$ cat src/rtl/sap_domain_pwr_ctrl.sv
// rtl/sap_domain_pwr_ctrl.sv - per-domain power sequencer (clock gate, isolation, retention, power switch)
module sap_domain_pwr_ctrl #(
    parameter int N_DOM    = 2,
    parameter int CG_DELAY = 2,
    parameter int TIMEOUT  = 64
) (
    input  logic             clk_i,
    input  logic             rst_ni,
    input  logic [N_DOM-1:0] dom_on_i,
    input  logic [N_DOM-1:0] ret_i,
    input  logic [N_DOM-1:0] pwrgate_ack_ni,
    input  logic [N_DOM-1:0] err_clr_i,
    input  logic [N_DOM-1:0] irq_en_i,
    input  logic [N_DOM-1:0] irq_clr_i,
    output logic [N_DOM-1:0] clk_en_o,
    output logic [N_DOM-1:0] iso_o,
    output logic [N_DOM-1:0] pwrgate_no,
    output logic [N_DOM-1:0] set_retentive_no,
    output logic [N_DOM-1:0] busy_o,
    output logic [N_DOM-1:0] err_o,
    output logic             irq_o
);

    localparam int TW = $clog2(TIMEOUT + 1);

    typedef enum logic [3:0] {
        S_ON, S_GATE, S_ISO, S_RET, S_PGREQ, S_OFF, S_PGREL, S_RESTORE, S_ERR
    } state_t;

    // {clk_en, iso, pwrgate_n, ret_n} as seen while sitting in state s
    function automatic logic [3:0] dom_outs(input state_t s, input logic ret, input logic ret_n_hold);
        logic [3:0] o;
        o = 4'b1011;
        case (s)
            S_ON:      o = 4'b1011;
            S_GATE:    o = 4'b0011;
            S_ISO:     o = 4'b0111;
            S_RET:     o = 4'b0110;
            S_PGREQ:   o = {3'b010, ~ret};
            S_OFF:     o = {3'b010, ~ret};
            S_PGREL:   o = {3'b011, ~ret};
            S_RESTORE: o = 4'b0011;
            S_ERR:     o = {3'b011, ret_n_hold};
            default:   o = 4'b1011;
        endcase
        return o;
    endfunction

    logic [N_DOM-1:0] pend_d;
    logic             irq_q;

    for (genvar d = 0; d < N_DOM; d++) begin : g_dom
        state_t        state_q, state_d;
        logic [TW-1:0] to_cnt_q;
        logic [7:0]    cg_cnt_q;
        logic          ret_q, ret_d;
        logic          pend_q, pend_set;
        logic          to_hit, cg_done;
        logic [3:0]    outs_q, outs_d;
        logic          busy_q, err_q;

        assign to_hit  = (to_cnt_q >= TW'(TIMEOUT - 1));
        assign cg_done = (cg_cnt_q >= 8'(CG_DELAY - 1));

        always_comb begin
            state_d = state_q;
            case (state_q)
                S_ON:      if (!dom_on_i[d]) state_d = S_GATE;
                S_GATE:    if (cg_done) state_d = S_ISO;
                S_ISO:     state_d = ret_q ? S_RET : S_PGREQ;
                S_RET:     state_d = S_PGREQ;
                S_PGREQ: begin
                    if (!pwrgate_ack_ni[d]) state_d = S_OFF;
                    else if (to_hit)        state_d = S_ERR;
                end
                S_OFF:     if (dom_on_i[d]) state_d = S_PGREL;
                S_PGREL: begin
                    if (pwrgate_ack_ni[d]) state_d = S_RESTORE;
                    else if (to_hit)       state_d = S_ERR;
                end
                S_RESTORE: state_d = S_ON;
                S_ERR:     if (err_clr_i[d]) state_d = S_PGREL;
                default:   state_d = S_ON;
            endcase
        end

        assign ret_d  = (state_q == S_ON && !dom_on_i[d]) ? ret_i[d] : ret_q;
        assign outs_d = dom_outs(state_d, ret_d, outs_q[0]);

        // Pending fires on arrival in OFF, ERR, or ON after a completed wake; set beats clear.
        assign pend_set = (state_d != state_q) &&
                          (state_d == S_OFF || state_d == S_ERR ||
                           (state_q == S_RESTORE && state_d == S_ON));
        assign pend_d[d] = pend_set | (pend_q & ~irq_clr_i[d]);

        always_ff @(posedge clk_i or negedge rst_ni) begin
            if (!rst_ni) begin
                state_q  <= S_ON;
                to_cnt_q <= '0;
                cg_cnt_q <= '0;
                ret_q    <= 1'b0;
                pend_q   <= 1'b0;
                outs_q   <= 4'b1011;
                busy_q   <= 1'b0;
                err_q    <= 1'b0;
            end else begin
                state_q <= state_d;
                ret_q   <= ret_d;
                pend_q  <= pend_d[d];
                outs_q  <= outs_d;
                busy_q  <= !(state_d == S_ON || state_d == S_OFF);
                err_q   <= (state_d == S_ERR);

                if ((state_d == S_PGREQ || state_d == S_PGREL) && state_d != state_q)
                    to_cnt_q <= '0;
                else if ((state_q == S_PGREQ || state_q == S_PGREL) && to_cnt_q != TW'(TIMEOUT))
                    to_cnt_q <= to_cnt_q + 1'b1;

                if (state_d == S_GATE && state_q != S_GATE)
                    cg_cnt_q <= '0;
                else if (state_q == S_GATE && cg_cnt_q != 8'hff)
                    cg_cnt_q <= cg_cnt_q + 1'b1;
            end
        end

        assign clk_en_o[d]         = outs_q[3];
        assign iso_o[d]            = outs_q[2];
        assign pwrgate_no[d]       = outs_q[1];
        assign set_retentive_no[d] = outs_q[0];
        assign busy_o[d]           = busy_q;
        assign err_o[d]            = err_q;
    end

    always_ff @(posedge clk_i or negedge rst_ni) begin
        if (!rst_ni) irq_q <= 1'b0;
        else         irq_q <= |(pend_d & irq_en_i);
    end

    assign irq_o = irq_q;

endmodule

$ cat config.mk
export PLATFORM = sky130hd
export DESIGN_NAME = sap_domain_pwr_ctrl
export DESIGN_NICKNAME = d
export VERILOG_FILES = /design/src/rtl/sap_domain_pwr_ctrl.sv
export SDC_FILE = /design/constraint.sdc
export NUM_CORES = 1
export LEC_CHECK = 0
export CORE_AREA = 2 2 84 86
export CTS_CLUSTER_SIZE = 40
export DETAILED_ROUTE_END_ITERATION = 7
export DIE_AREA = 0 0 86 88
export GPL_TIMING_DRIVEN = 0
export PLACE_DENSITY = 0.69
export SYNTH_ARGS = -nofsm -noshare
export SYNTH_HDL_FRONTEND = slang
export SYNTH_SLANG_ARGS = --single-unit
$ cat constraint.sdc
create_clock -name clk_i -period 2.7 [get_ports clk_i]
set_input_delay 0.405 -clock clk_i [delete_from_list [all_inputs] [get_ports clk_i]]
set_output_delay 0.405 -clock clk_i [all_outputs]
set_load 0.01 [all_outputs]
==> results.py, run 1 <==
metrics = {
    "power_and_ir_drop": {
        "p_leak_uw": 0.00163,
        "peakVddDrop_mv": 0.512,
        "total_power_uw": 3990,
        "power.density_mw_per_mm2": 1070,
    },
    "placement": {
        "post-place-cells": 442,
        "portBuffers": 26,
        "gp_congestion": 0.888,
        "dpl.hpwl_mm": 4.65,
        "post-place-ws_ns": 0.152,
        "postPlaceCellArea_mm2": 0.00360,
    },
    "sta": {
        "post-route-min-period_ns": 2.47,
        "timing.final.ws_setup_ns": 0.234,
        "finalHoldViolCount": 6,
        "fmax_mhz": 406,
        "slew_violations": 0,
        "worst_pin_slew_ns": 0.803,
        "rsz0062_at_grt": "false",
        "post-route-period-util_pct": 91.3,
        "hold_ws_ns": -0.00601,
        "finClkSkew_ns": 0.0139,
        "slew-limit-headroom_pct": 46.3,
        "setup_violations": 0,
    },
    "synthesis": {
        "synthTopCellsByArea": "dfrtp_1 (38%), dfstp_2 (4.9%), nor2_1 (4.5%)",
        "syn_area_mm2": 0.00322,
        "yosys.area.top_type": "dfrtp_1",
        "synth_xor_area_share_pct": 6.52,
        "synth_top_area_share_pct": 38.0,
        "synthFlopType": "dfrtp_1",
        "syn_inst": 335,
        "synth_fa_ha_area_share_pct": 3.88,
        "synth_compound_area_share_pct": 15.4,
        "synth-simple-area-share_pct": 24.8,
        "synth_mux_area_share_pct": 1.98,
        "ys_seq_area_share_pct": 42.9,
        "synth_nets": 359,
        "avgSynthCellArea_um2": 9.62,
        "yosys_warnings": 0,
        "synthArstFlopShare_pct": 100,
        "synthDistinctLibCells": 65,
        "ys_ff_latch": 55,
        "synth_top_family_by_area": "simple AND/OR/NAND/NOR gates",
        "synth_edf_count": 0,
    },
    "clocking": {
        "clk_latency_ns": 0.31,
        "cts_buffers": 5,
        "clkTransAtPathRegs_ns": 0.10,
        "cts_root_buf": "clkbuf_8",
        "cts_resized": 0,
        "cts_setup_buffers": 0,
        "cts.sinks": 55,
        "htreeDepth": 2,
        "clockBufferDepth": 2,
        "ctsHoldBuffers": 0,
        "cts_tree": "yes",
    },
    "floorplan": {
        "core.rowCount": 30,
        "die_h_um": 88,
        "io-pin-count": 27,
        "die_x_um": 86,
        "die_area_mm2": 0.00757,
        "start_util_pct": 48.5,
        "core_area_mm2": 0.00664,
    },
    "run_status": {
        "outcome": "finished with violations",
        "violations": "negative hold slack",
    },
    "route": {
        "vias": 2551,
        "drt_iter0_markers": 92,
        "route.detailed.drc": 0,
        "ant_nets": 0,
        "finalWirelength_mm": 6.36,
        "vias_per_cell": 5.67,
        "wire_per_inst_um": 14.1,
        "dr.pass1.iters": 4,
    },
    "min_path": {
        "hp-class": "in -> async",
    },
    "worst_setup_path": {
        "worstSetupPathType": "reg -> reg",
        "required_ns": 2.86,
        "end_kind": "flop",
        "cp.arrival_ns": 2.63,
        "rrSetupSlack_ns": 0.23,
        "path_max_fanout": 7,
        "start_kind": "flop",
    },
    "final_layout": {
        "post-route-cell-area_mm2": 0.00371,
        "fin_nets": 393,
        "layout.cells.non_filler": 450,
        "fillers": 616,
        "mostFrequentLayoutCells": "dfrtp_1 (49), nor2_1 (39), clkdlybuf4s50_1 (25)",
        "n_antenna_cell": 0,
        "drive_above_1_share_pct": 11.1,
        "syn2layout_area_growth_pct": 15.2,
        "final_common_cell": "dfrtp_1",
    },
    "global_route": {
        "grt_pass1_vias": 2411,
        "grt_pass1_wl_mm": 11.1,
        "grt-ovfl-total": 0,
        "antenna_found_initial": 0,
        "grt_max_degree": 41,
        "grt.total_usage_pct": 18.3,
    },
    "run": {
        "drv_cap": 0,
    },
}
==> power breakdown <==
| part | switching, uW | internal (uW) | leakage [uW] |
|---|---|---|---|
| Clock | 264 | 278 | 0.0000524 |
| Combinational | 1140 | 928 | 0.000872 |
| Sequential | 245 | 1140 | 0.000704 |
==> worst max-delay path, stage by stage (launching register included) <==
cell and delay, ns:
dfrtp_1 0.41, inv_1 0.10, ha_1 0.18, nor4b_1 0.40, a21oi_1 0.21, nor4_4 0.41, a21oi_1 0.15, o22ai_2 0.33
a21oi_1 0.12
==> cell usage after synthesis, types with 2 or more instances <==
cell type and count:
nand4b_1 2, nor4_1 7, a21o_1 4, ha_1 10, nor2_1 39, xor2_1 14, o21ai_0 6, and3_1 6
o21bai_1 3, nor3_1 2, dfstp_2 6, and2_1 4, nand4bb_1 2, nand2b_1 8, a21oi_1 21, mux2i_1 3
inv_1 17, nor4b_1 4, o211a_1 2, xnor2_1 10, a2111oi_2 2, nor4b_2 2, nand2_1 18, or2_2 2
nor2b_1 4, clkbuf_1 4, a21boi_0 2, or3_1 2, mux2_2 3, nand3_1 12, dfrtp_1 49, or4_1 2
buf_4 5, nand3b_1 3, a31oi_1 6, o31a_1 3, and4_1 3, buf_2 5, nand4_1 11, nor3b_1 2
==> layout make-up <==
cell class	count	area (um2)	share of cell area, %
tap	80	100	2.69
clock inverter	1	30.0	0.808
clock buffer	7	76.3	2.05
inverter	18	67.6	1.82
buffer	14	77.6	2.09
multi-input combinational	248	1700	45.9
timing repair buffer	27	275	7.41
sequential	55	1380	37.3
==> cell families (layout without fill, tap and decap cells) <==
| kind of cell | count (synthesis) | count (layout) |
|---|---|---|
| AND/OR/NAND/NOR | 141 | 141 |
| AO/OA/AOI/OAI | 67 | 67 |
| flip-flops | 55 | 55 |
| buffers and inverters | 32 | 67 |
| XOR/XNOR | 24 | 24 |
| adder cells (fa/ha/maj) | 10 | 10 |
| multiplexers | 6 | 6 |
==> state kept, by name, summed over array words and instances, names as in the netlist <==
register	flops
g_dom.busy_q	2
g_dom.cg_cnt_q	16
g_dom.ret_q	2
g_dom.pend_q	2
irq_o	1
g_dom.to_cnt_q	14
g_dom.err_q	2
g_dom.outs_q	8
g_dom.state_q	8
==> per-stage QoR <==
step                      hold slack (ns)  utilization, %  TNS [ns]
final                            -0.00601            55.9         0
after global routing               0.0125            55.9         0
after CTS                         0.00486            55.8         0
after detailed placement            0.350            54.2         0
after global placement              0.513            54.0    -21.96
after floorplan                     0.109               -         0
==> path summary, 6_finish.rpt <==
| check | start | endpoint | cells past startpoint |
|---|---|---|---|
| worst max-delay path | g_dom[1].cg_cnt_q[1]$_DFFE_PN0P_ | g_dom[1].to_cnt_q[1]$_DFFE_PN0P_ | 8 |
| worst min register to register | g_dom[1].outs_q[0]$_DFFE_PN1N_ | g_dom[1].outs_q[0]$_DFFE_PN1N_ | 2 |
| max in group asynchronous | rst_ni | g_dom[0].outs_q[1]$_DFF_PN1_ | 2 |
| min in group clk_i | g_dom[1].outs_q[0]$_DFFE_PN1N_ | g_dom[1].outs_q[0]$_DFFE_PN1N_ | 2 |
| worst max register to register | g_dom[1].cg_cnt_q[1]$_DFFE_PN0P_ | g_dom[1].to_cnt_q[1]$_DFFE_PN0P_ | 8 |
| worst min-delay path | rst_ni | g_dom[1].cg_cnt_q[2]$_DFFE_PN0P_ | 1 |
==> per-layer routing <==
layer	part of all wire, %	track usage [%]
met1	46	24.0
met3	3.5	3.30
met4	1.7	6.20
met5	0	0
met2	48	30.7
Power figures use the tool's default switching activity.
==> inputs of run 2 (changes only) <==
Settings changed: CELL_PAD_IN_SITES_DETAIL_PLACEMENT from default to 1, CELL_PAD_IN_SITES_GLOBAL_PLACEMENT from default to 2, CORE_AREA 2 2 84 86 to 2 2 97 99, DIE_AREA 0 0 86 88 to 0 0 99 101, PLACE_DENSITY 0.69 to default, PLACE_DENSITY_LB_ADDON from default to 0.1.
==> results.py, run 2 (synthesis gave the netlist of run 1 again) <==
metrics = {
    "route": {
        "wire_per_inst_um": 15.7,
        "wl_met1_mm": 3.66,
        "ant_nets": 0,
        "route.detailed.drc": 0,
        "dr.pass1.iters": 4,
        "vias": 2568,
        "drt_iter0_markers": 40,
        "vias_per_cell": 5.34,
        "route.met2.wl_mm": 3.65,
        "finalWirelength_mm": 7.57,
        "routed.top_layer": "met4",
        "wl_met3_um": 184,
    },
    "final_layout": {
        "layout.cells.non_filler": 481,
        "syn2layout_area_growth_pct": 16.4,
        "fin_nets": 393,
        "final_common_cell": "dfrtp_1",
        "top_regs": "g_dom.cg_cnt_q x16, g_dom.to_cnt_q x14",
        "drive_above_1_share_pct": 11.9,
        "largest_reg_flops": 16,
        "largest-register": "g_dom.cg_cnt_q",
        "post-route-cell-area_mm2": 0.00375,
        "n_antenna_cell": 0,
        "fillers": 1045,
        "mostFrequentLayoutCells": "dfrtp_1 (49), nor2_1 (39), clkdlybuf4s50_1 (25)",
    },
    "floorplan": {
        "die_x_um": 99,
        "die_h_um": 101,
        "io-pin-count": 27,
        "start_util_pct": 35.9,
        "core_area_mm2": 0.00898,
        "core.rowCount": 35,
        "die_area_mm2": 0.0100,
    },
    "sta": {
        "timing.final.ws_setup_ns": 0.268,
        "rsz0062_at_grt": "false",
        "slew-limit-headroom_pct": 39.9,
        "slew_violations": 0,
        "fmax_mhz": 411,
        "post-route-min-period_ns": 2.43,
        "post-route-period-util_pct": 90.1,
        "worst_pin_slew_ns": 0.899,
        "finalHoldViolCount": 0,
        "finClkSkew_ns": 0.0124,
        "setup_violations": 0,
    },
    "clocking": {
        "clockBufferDepth": 2,
        "cts_tree": "yes",
        "cts.sinks": 55,
        "htreeDepth": 2,
        "clk_latency_ns": 0.31,
        "cts_setup_buffers": 0,
        "clkTransAtPathRegs_ns": 0.11,
        "cts_root_buf": "clkbuf_8",
        "cts_buffers": 5,
    },
    "global_route": {
        "grt_pass1_wl_mm": 13.2,
        "antenna_found_initial": 0,
        "grt-ovfl-total": 0,
        "grt_max_degree": 31,
        "grt_pass1_vias": 2645,
        "grt.total_usage_pct": 16.2,
    },
    "worst_setup_path": {
        "worstSetupPathType": "reg -> reg",
        "cpMaxStageDelayCell": "nor2_1",
        "required_ns": 2.91,
        "path_max_fanout": 10,
        "end_kind": "flop",
        "crit_chain": "buf_2, nand2b_1, nor2_1, a221oi_1, nor2_1, a31oi_1",
        "slowest_delay_ns": 0.57,
        "start_kind": "flop",
        "crit_top_cell": "nor2_1",
        "cp.arrival_ns": 2.64,
        "worst-path-buf-inv": 1,
        "cp_top_family": "simple AND/OR/NAND/NOR gates",
    },
    "run_status": {
        "outcome": "finished clean",
    },
    "placement": {
        "portBuffers": 26,
        "gp_congestion": 0.777,
        "post-place-ws_ns": 0.0747,
        "dpl.hpwl_mm": 5.60,
        "postPlaceCellArea_mm2": 0.00364,
        "post-place-cells": 473,
    },
    "min_path": {
        "hp-class": "in -> async",
    },
    "power_and_ir_drop": {
        "peakVddDrop_mv": 0.321,
        "p_leak_uw": 0.00163,
        "total_power_uw": 4020,
        "power.density_mw_per_mm2": 1070,
    },
    "run": {
        "drv_cap": 0,
    },
}
## run 2: cell count changes in the layout (fill, tap and decap cells not counted)
cell and delta:
nor4b_1 -1, clkinv_4 +1, clkbuf_1 -2, nor4b_2 +1
bufinv_16 -1, clkinvlp_4 +1, clkbuf_8 +1
## run 2: where the power goes
part	switching, uW	internal [uW]
Sequential	253	1140
Clock	291	211
Combinational	1200	936
## run 2: timing repair
action	CTS	global route
hold endpoints to repair	0	0
resized for setup	0	2
hold buffers	0	0
setup endpoints to repair	0	7
## run 2: through the flow
step                      hold slack [ns]  TNS [ns]  utilization (%)
after floorplan                     0.109         0                -
after global placement              0.513    -30.87             40.4
after detailed placement            0.485         0             40.5
after CTS                           0.127         0             41.6
after global routing                0.143         0             41.8
final                              0.0953         0             41.8
## run 2: routing by layer
metal	up-vias	global-route usage [%]
li1	1271	-
met1	1265	22.0
met2	26	27.3
met3	6	2.50
met4	0	4.00
met5	-	0
## run 2: area by class of cell
type | instances | area (um2) | area share [%]
buffer | 14 | 77.6 | 2.07
clock buffer | 6 | 82.6 | 2.20
clock inverter | 2 | 16.3 | 0.433
inverter | 18 | 67.6 | 1.80
multi-input combinational | 248 | 1710 | 45.6
sequential | 55 | 1380 | 36.9
tap | 111 | 139 | 3.70
timing repair buffer | 27 | 275 | 7.34
## run 2: final timing paths
path                                                startpoint                          endpoint  slack, ns  cells after the start
worst max-delay path             g_dom[1].state_q[3]$_DFF_PN0_      g_dom[1].outs_q[1]$_DFF_PN1_       0.27                      6
worst min-delay path                                    rst_ni  g_dom[0].cg_cnt_q[4]$_DFFE_PN0P_        0.1                      1
worst max register to register   g_dom[1].state_q[3]$_DFF_PN0_      g_dom[1].outs_q[1]$_DFF_PN1_       0.27                      6
worst min register to register  g_dom[1].outs_q[0]$_DFFE_PN1N_    g_dom[1].outs_q[0]$_DFFE_PN1N_       0.55                      2
max in group asynchronous                               rst_ni      g_dom[0].outs_q[1]$_DFF_PN1_       1.94                      2
min in group clk_i              g_dom[1].outs_q[0]$_DFFE_PN1N_    g_dom[1].outs_q[0]$_DFFE_PN1N_       0.55                      2
## run 2: worst reg2reg max path: stages (launching register included)
cell,delay [ns]
dfrtp_1,0.39
buf_2,0.18
nand2b_1,0.25
nor2_1,0.47
a221oi_1,0.26
nor2_1,0.57
a31oi_1,0.20
==> inputs of run 3 (changes only) <==
Settings changed: ABC_CLOCK_PERIOD_IN_PS from default to 2700.
==> results of run 3 <==
No change in the layout: final DEF, timing and power equal those of run 2.
